==> config.mk <==
export PLATFORM = sky130hd
export DESIGN_NAME = fifo_burst_reader
export DESIGN_NICKNAME = d
export VERILOG_FILES = /design/src/rtl/fifo_burst_reader.sv
export SDC_FILE = /design/constraint.sdc
export NUM_CORES = 1
export LEC_CHECK = 0
export ABC_AREA = 1
export BUFFER_PORTS_ARGS = -buffer_cell sky130_fd_sc_hd__buf_2
export CORE_MARGIN = 2
export CORE_UTILIZATION = 40
export CTS_BUF_LIST = sky130_fd_sc_hd__clkbuf_4 sky130_fd_sc_hd__clkbuf_8 sky130_fd_sc_hd__clkbuf_16
export DETAILED_ROUTE_END_ITERATION = 8
export PLACE_DENSITY = 0.7
export SYNTH_ARGS = -nofsm -noshare
export SYNTH_HDL_FRONTEND = slang
export SYNTH_SLANG_ARGS = --single-unit
==> constraint.sdc <==
create_clock -name clk -period 3.3 [get_ports clk]
set_input_delay 0.165 -clock clk [delete_from_list [all_inputs] [get_ports clk]]
set_output_delay 0.165 -clock clk [all_outputs]
set_load 0.1 [all_outputs]
==> src/rtl/fifo_burst_reader.sv <==
// fifo_burst_reader: read-side master for a sync FIFO with occupancy count.
// Pulls fixed-length bursts (or a flushed partial burst) from the FIFO and
// forwards them on a valid/ready stream. A 2-entry buffer, whose head is the
// m_data/m_last register pair, hides the FIFO's 1-cycle read latency.
module fifo_burst_reader #(
  parameter int DATA_WIDTH = 8,
  parameter int DATA_DEPTH = 8,
  parameter int BURST_LEN  = 4
) (
  input  logic                          clk,
  input  logic                          rst,
  input  logic                          fifo_empty,
  input  logic [$clog2(DATA_DEPTH):0]   fifo_cnt,
  input  logic [DATA_WIDTH-1:0]         fifo_dout,
  output logic                          fifo_rd_en,
  input  logic                          flush,
  output logic                          m_valid,
  output logic [DATA_WIDTH-1:0]         m_data,
  output logic                          m_last,
  input  logic                          m_ready,
  output logic                          busy,
  output logic [15:0]                   word_cnt
);
  localparam int CW = $clog2(DATA_DEPTH) + 1;

  typedef enum logic [1:0] {IDLE, BURST, DONE} state_t;

  state_t                state, state_nxt;
  logic [CW-1:0]         burst_len, burst_len_nxt;
  logic [CW-1:0]         issued;
  logic                  inflight, inflight_last, issue_last;
  logic                  accept;
  logic [1:0]            occ, occ_nxt;
  logic [2:0]            pending;
  logic [DATA_WIDTH-1:0] buf1, buf1_nxt, head_nxt;
  logic                  last1, last1_nxt, head_last_nxt;
  logic                  cap_to_head;

  assign accept  = m_valid & m_ready;
  assign busy    = (state != IDLE);
  // words held or on their way, after this cycle's handshake leaves
  assign pending = {1'b0, occ} + {2'b00, inflight} - {2'b00, accept};

  // state, burst bookkeeping and delivered-word counter
  always_ff @(posedge clk) begin
    if (rst) begin
      state         <= IDLE;
      burst_len     <= '0;
      issued        <= '0;
      inflight      <= 1'b0;
      inflight_last <= 1'b0;
      word_cnt      <= '0;
    end else begin
      state         <= state_nxt;
      burst_len     <= burst_len_nxt;
      if (state == IDLE)   issued <= '0;
      else if (fifo_rd_en) issued <= issued + CW'(1);
      // the in-flight word is dropped on reset because inflight clears
      inflight      <= fifo_rd_en;
      inflight_last <= issue_last;
      if (accept) word_cnt <= word_cnt + 16'd1;
    end
  end

  // next state, burst length latch and FIFO read issue
  always_comb begin
    state_nxt     = state;
    burst_len_nxt = burst_len;
    fifo_rd_en    = 1'b0;
    issue_last    = 1'b0;
    case (state)
      IDLE: begin
        if (fifo_cnt >= CW'(BURST_LEN)) begin
          state_nxt     = BURST;
          burst_len_nxt = CW'(BURST_LEN);
        end else if (flush && !fifo_empty) begin
          state_nxt     = BURST;
          burst_len_nxt = fifo_cnt;
        end
      end
      BURST: begin
        fifo_rd_en = (issued < burst_len) && !fifo_empty && (pending < 3'd2);
        issue_last = fifo_rd_en && ((issued + CW'(1)) == burst_len);
        if (issue_last) state_nxt = DONE;
      end
      DONE: begin
        if (accept && m_last) state_nxt = IDLE;
      end
      default: state_nxt = IDLE;
    endcase
  end

  // buffer next values: pop head on accept, land returning word in first free slot
  always_comb begin
    head_nxt      = m_data;
    head_last_nxt = m_last;
    buf1_nxt      = buf1;
    last1_nxt     = last1;
    occ_nxt       = occ + {1'b0, inflight} - {1'b0, accept};
    cap_to_head   = (occ == 2'd0) || ((occ == 2'd1) && accept);
    if (accept) begin
      head_nxt      = buf1;
      head_last_nxt = last1;
    end
    if (inflight) begin
      if (cap_to_head) begin
        head_nxt      = fifo_dout;
        head_last_nxt = inflight_last;
      end else begin
        buf1_nxt      = fifo_dout;
        last1_nxt     = inflight_last;
      end
    end
    // keep m_last quiet while nothing is offered
    if (occ_nxt == 2'd0) head_last_nxt = 1'b0;
  end

  // buffer registers; head doubles as the registered stream output
  always_ff @(posedge clk) begin
    if (rst) begin
      occ     <= '0;
      m_valid <= 1'b0;
      m_data  <= '0;
      m_last  <= 1'b0;
      buf1    <= '0;
      last1   <= 1'b0;
    end else begin
      occ     <= occ_nxt;
      m_valid <= (occ_nxt != 2'd0);
      m_data  <= head_nxt;
      m_last  <= head_last_nxt;
      buf1    <= buf1_nxt;
      last1   <= last1_nxt;
    end
  end

endmodule

==> Implementation_results.wiki <==
{| class="wikitable"
! Metric !! Value
|-
| Result of the run || finished, final reports clean
|-
| Clock period minus worst slack || 2.96 ns
|-
| Worst endpoint data arrival time || 2.80 ns
|-
| Share of post-route cells with drive strength above 1 || 22.8%
|-
| Final Max Tran Viols || 0
|-
| RSZ-0062 raised after global routing || false
|-
| Most common cell after layout, fill and taps aside || nand2_1
|-
| Met3 routed wirelength || 206 µm
|-
| Type of the worst setup path || flip-flop to output port
|-
| Placed cell area || 2670 µm²
|-
| Share of synthesized area occupied by flip-flops and latches || 41.0%
|-
| Part of the power in the clock network || 25.4%
|-
| Count of state elements after synthesis || 49
|-
| Startpoint kind of the worst setup timing path || flip-flop
|-
| Row count || 28
|-
| Global-route wire length before repair || 8110 µm
|-
| Final cell count without fillers || 444
|-
| Clock Latency Late Sink || 0.31 ns
|-
| Maximum number of pins on one net before global-route repair || 26
|-
| Share of synthesized area spent on multiplexers || 0%
|-
| Switching pwr || 0.560 mW
|-
| Share of the synthesized area in compound gates (AO/OA/AOI/OAI) || 12.5%
|-
| Weighted congestion reported at the end of routability-driven placement || 0.841
|-
| Headroom to the max-slew limit || 55.7%
|-
| Leading cell types in the layout, fill and taps excluded || nand2_1 (74), nor2_1 (53), dfxtp_1 (48)
|-
| Reported max-cap violation count || 0
|-
| Total iterations of the first detailed-routing run || 4
|-
| GRT Residual Overflow || 0
|-
| Number of distinct library cells after synthesis || 34
|-
| I/O Buffers || 44
|-
| Routed via count divided by cell count || 4.72
|-
| Number of top-level pins || 45
|-
| Most used cell along the critical path || nand2_1
|-
| Adder and majority cell fraction of the synthesized area || 4.50%
|-
| Total half-perimeter wirelength after legalization and detailed placement || 3510 µm
|-
| Top layer in use || met4
|-
| Hold WC Path Type || input port to flip-flop
|-
| Antenna-violating nets left || 0
|-
| Number of antenna violations at the first check in global routing || 0
|-
| Area share of the largest cell type after synthesis || 41.0%
|-
| Cell types with the largest area share after synthesis || dfxtp_1 (41%), nand2_1 (12%), nor2_1 (8.3%), inv_1 (5.2%), o21ai_0 (4.4%)
|-
| Leakage component of the power || 1.24 nW
|-
| Capturing element type of the critical path || output port
|-
| Fin Clk Skew || 0.00833 ns
|-
| Post-Synth XOR/XNOR Area || 1.46%
|-
| Slowest stage cell, crit path || buf_2
|-
| Sum of negative setup slack || 0 ns
|-
| Area of the mapped netlist || 2390 µm²
|-
| Horizontal die dimension || 81.3 µm
|-
| Post-route clock period utilization || 89.8%
|-
| Final number of setup-violating endpoints || 0
|-
| Post-CTS setup buffer count || 0
|-
| Detailed-route DRC error count || 0
|-
| Yosys Warn Count || 0
|-
| Total inserted antenna cells || 0
|-
| Per-cell routed wire length || 10.8 µm
|-
| Post-Place Cells || 436
|-
| Switching fraction of total power || 39.0%
|-
| Cells after Synth || 324
|-
| Worst vdd ir || 0.548 mV
|-
| Non-Filler Cell Area, Final || 2760 µm²
|-
| Post-layout power || 1.44 mW
|-
| Num Clock Sinks || 49
|-
| Initial cell density of the core || 40.9%
|-
| Hold bufs inserted after CTS || 0
|-
| Violation count after the first detailed-routing iteration || 98
|-
| Crit path max fanout || 17
|-
| Post-synthesis cell type with the largest combined area || dfxtp_1
|-
| Area of the placeable core || 5850 µm²
|-
| Dominant combinational cell family by area after synthesis || simple AND/OR/NAND/NOR gates
|-
| Post-cts gate resize count || 0
|-
| Delay of the slowest cell on the worst path || 0.48 ns
|-
| Proportion of power drawn by flip-flops and latches || 45.7%
|-
| Die area || 6620 µm²
|-
| Number of vias after detailed routing || 2096
|-
| TritonCTS buffer count || 5
|-
| Die outline height || 81.3 µm
|-
| Pwr/cell area || 520 nW/µm²
|-
| Mapped Nets || 349
|-
| Via count of the first global-routing pass || 1875
|-
| Wire length on met2 || 2130 µm
|-
| Wl on met1 || 2400 µm
|-
| Fmax || 337 MHz
|-
| Area added between synthesis and finish || 15.4%
|-
| Total internal power || 0.876 mW
|-
| Layout Nets || 393
|-
| Post-Synthesis Mean Instance Area || 7.38 µm²
|-
| Largest buffer count on any clock path || 2
|-
| Number of H-tree levels || 2
|-
| Final count of hold timing violations || 0
|-
| TritonCTS clock tree || yes
|-
| Core Util, Final || 47.2%
|-
| Required time of the critical path || 3.13 ns
|-
| Total routing usage reported by global routing || 15.7%
|-
| DRT Wirelength || 4800 µm
|-
| Simple-gate area share of the yosys netlist || 32.8%
|-
| Clock-pin slew of the registers on the worst-case setup and hold paths || 0.09 ns
|-
| Cell chain of the critical path || nand2_4 -> or2_2 -> nand2_1 -> ha_1 -> fa_1 -> inv_1 -> nand2_1 -> nor3_4 -> buf_2
|-
| Transition at the pin with the smallest max-transition slack || 0.664 ns
|-
| Power share of the combinational group || 28.9%
|-
| Clk Tree Root Cell || clkbuf_8
|}
==> worst paths after layout <==
check	startpoint	to	slack, ns	cells after the start
worst max-delay path	m_valid	fifo_rd_en	0.34	9
worst min-delay path	fifo_dout[0]	buf1[0]	0.11	3
worst max register to register	m_valid	issued[2]	1.02	12
worst min register to register	m_data[5]	m_data[5]	0.49	2
==> power by group through the flow <==
stage,Sequential [mW],Clock [mW],Combinational [mW]
after floorplan,0.807,0,0.211
after global placement,0.668,0,0.411
after detailed placement,0.671,0,0.416
after CTS,0.657,0.381,0.418
after global routing,0.662,0.399,0.452
final,0.656,0.364,0.416
==> metrics by stage <==
step | setup slack, ns | hold WS [ns]
after floorplan | 0.138 | 0.325
after global placement | 0.727 | 0.430
after detailed placement | 0.672 | 0.434
after CTS | 0.321 | 0.104
after global routing | 0.191 | 0.125
final | 0.337 | 0.110
==> metal layers <==
| layer | up-vias | GRT usage [%] |
|---|---|---|
| li1 | 1118 | - |
| met1 | 939 | 20.9 |
| met2 | 33 | 24.3 |
| met3 | 6 | 4.11 |
| met4 | 0 | 5.76 |
| met5 | - | 0 |
==> area by class of cell <==
class | count | area (µm²)
inverter | 39 | 146
tap | 75 | 93.8
fill | 579 | 3090
clock inverter | 2 | 15.0
clock buffer | 6 | 76.3
sequential | 49 | 982
timing repair buffer | 44 | 220
multi-input combinational | 229 | 1230
==> cell usage after synthesis (all sizes together) <==
cell / n
a21boi: 1
clkbuf: 3
xnor2: 2
nor2: 64
dfxtp: 49
inv: 39
nor3: 4
nor3b: 2
or2: 1
nand2: 79
a311oi: 2
nand3: 13
nand4: 3
a21oi: 14
ha: 7
fa: 1
a31oi: 7
buf: 4
o21ai: 25
a211oi: 1
xor2: 2
o21a: 1
==> critical path: cells and delay by family, from the launching register on <==
kind                       cells  cell delay (ns)
adders and majority gates      2             0.57
buffers and inverters          2             0.57
DFF                            1             0.35
and+or+nand+nor                5             1.00
==> kinds of logic (layout without fill, tap and decap cells) <==
logic type / count (synthesis) / after routing
adder cells (fa/ha/maj): 8 / 8
XOR/XNOR: 4 / 4
buffers and inverters: 46 / 91
AO/OA/AOI/OAI: 51 / 51
AND/OR/NAND/NOR: 166 / 166
flip-flops: 49 / 49
==> registers in the layout, indices dropped and copies added, names as in the netlist <==
| name | flops |
|---|---|
| last1 | 1 |
| word_cnt | 16 |
| m_data | 8 |
| buf1 | 8 |
| state | 2 |
| inflight_last | 1 |
| m_valid | 1 |
| occ | 2 |
| burst_len | 4 |
| inflight | 1 |
| issued | 4 |
| m_last | 1 |
Power figures use the tool's default switching activity.
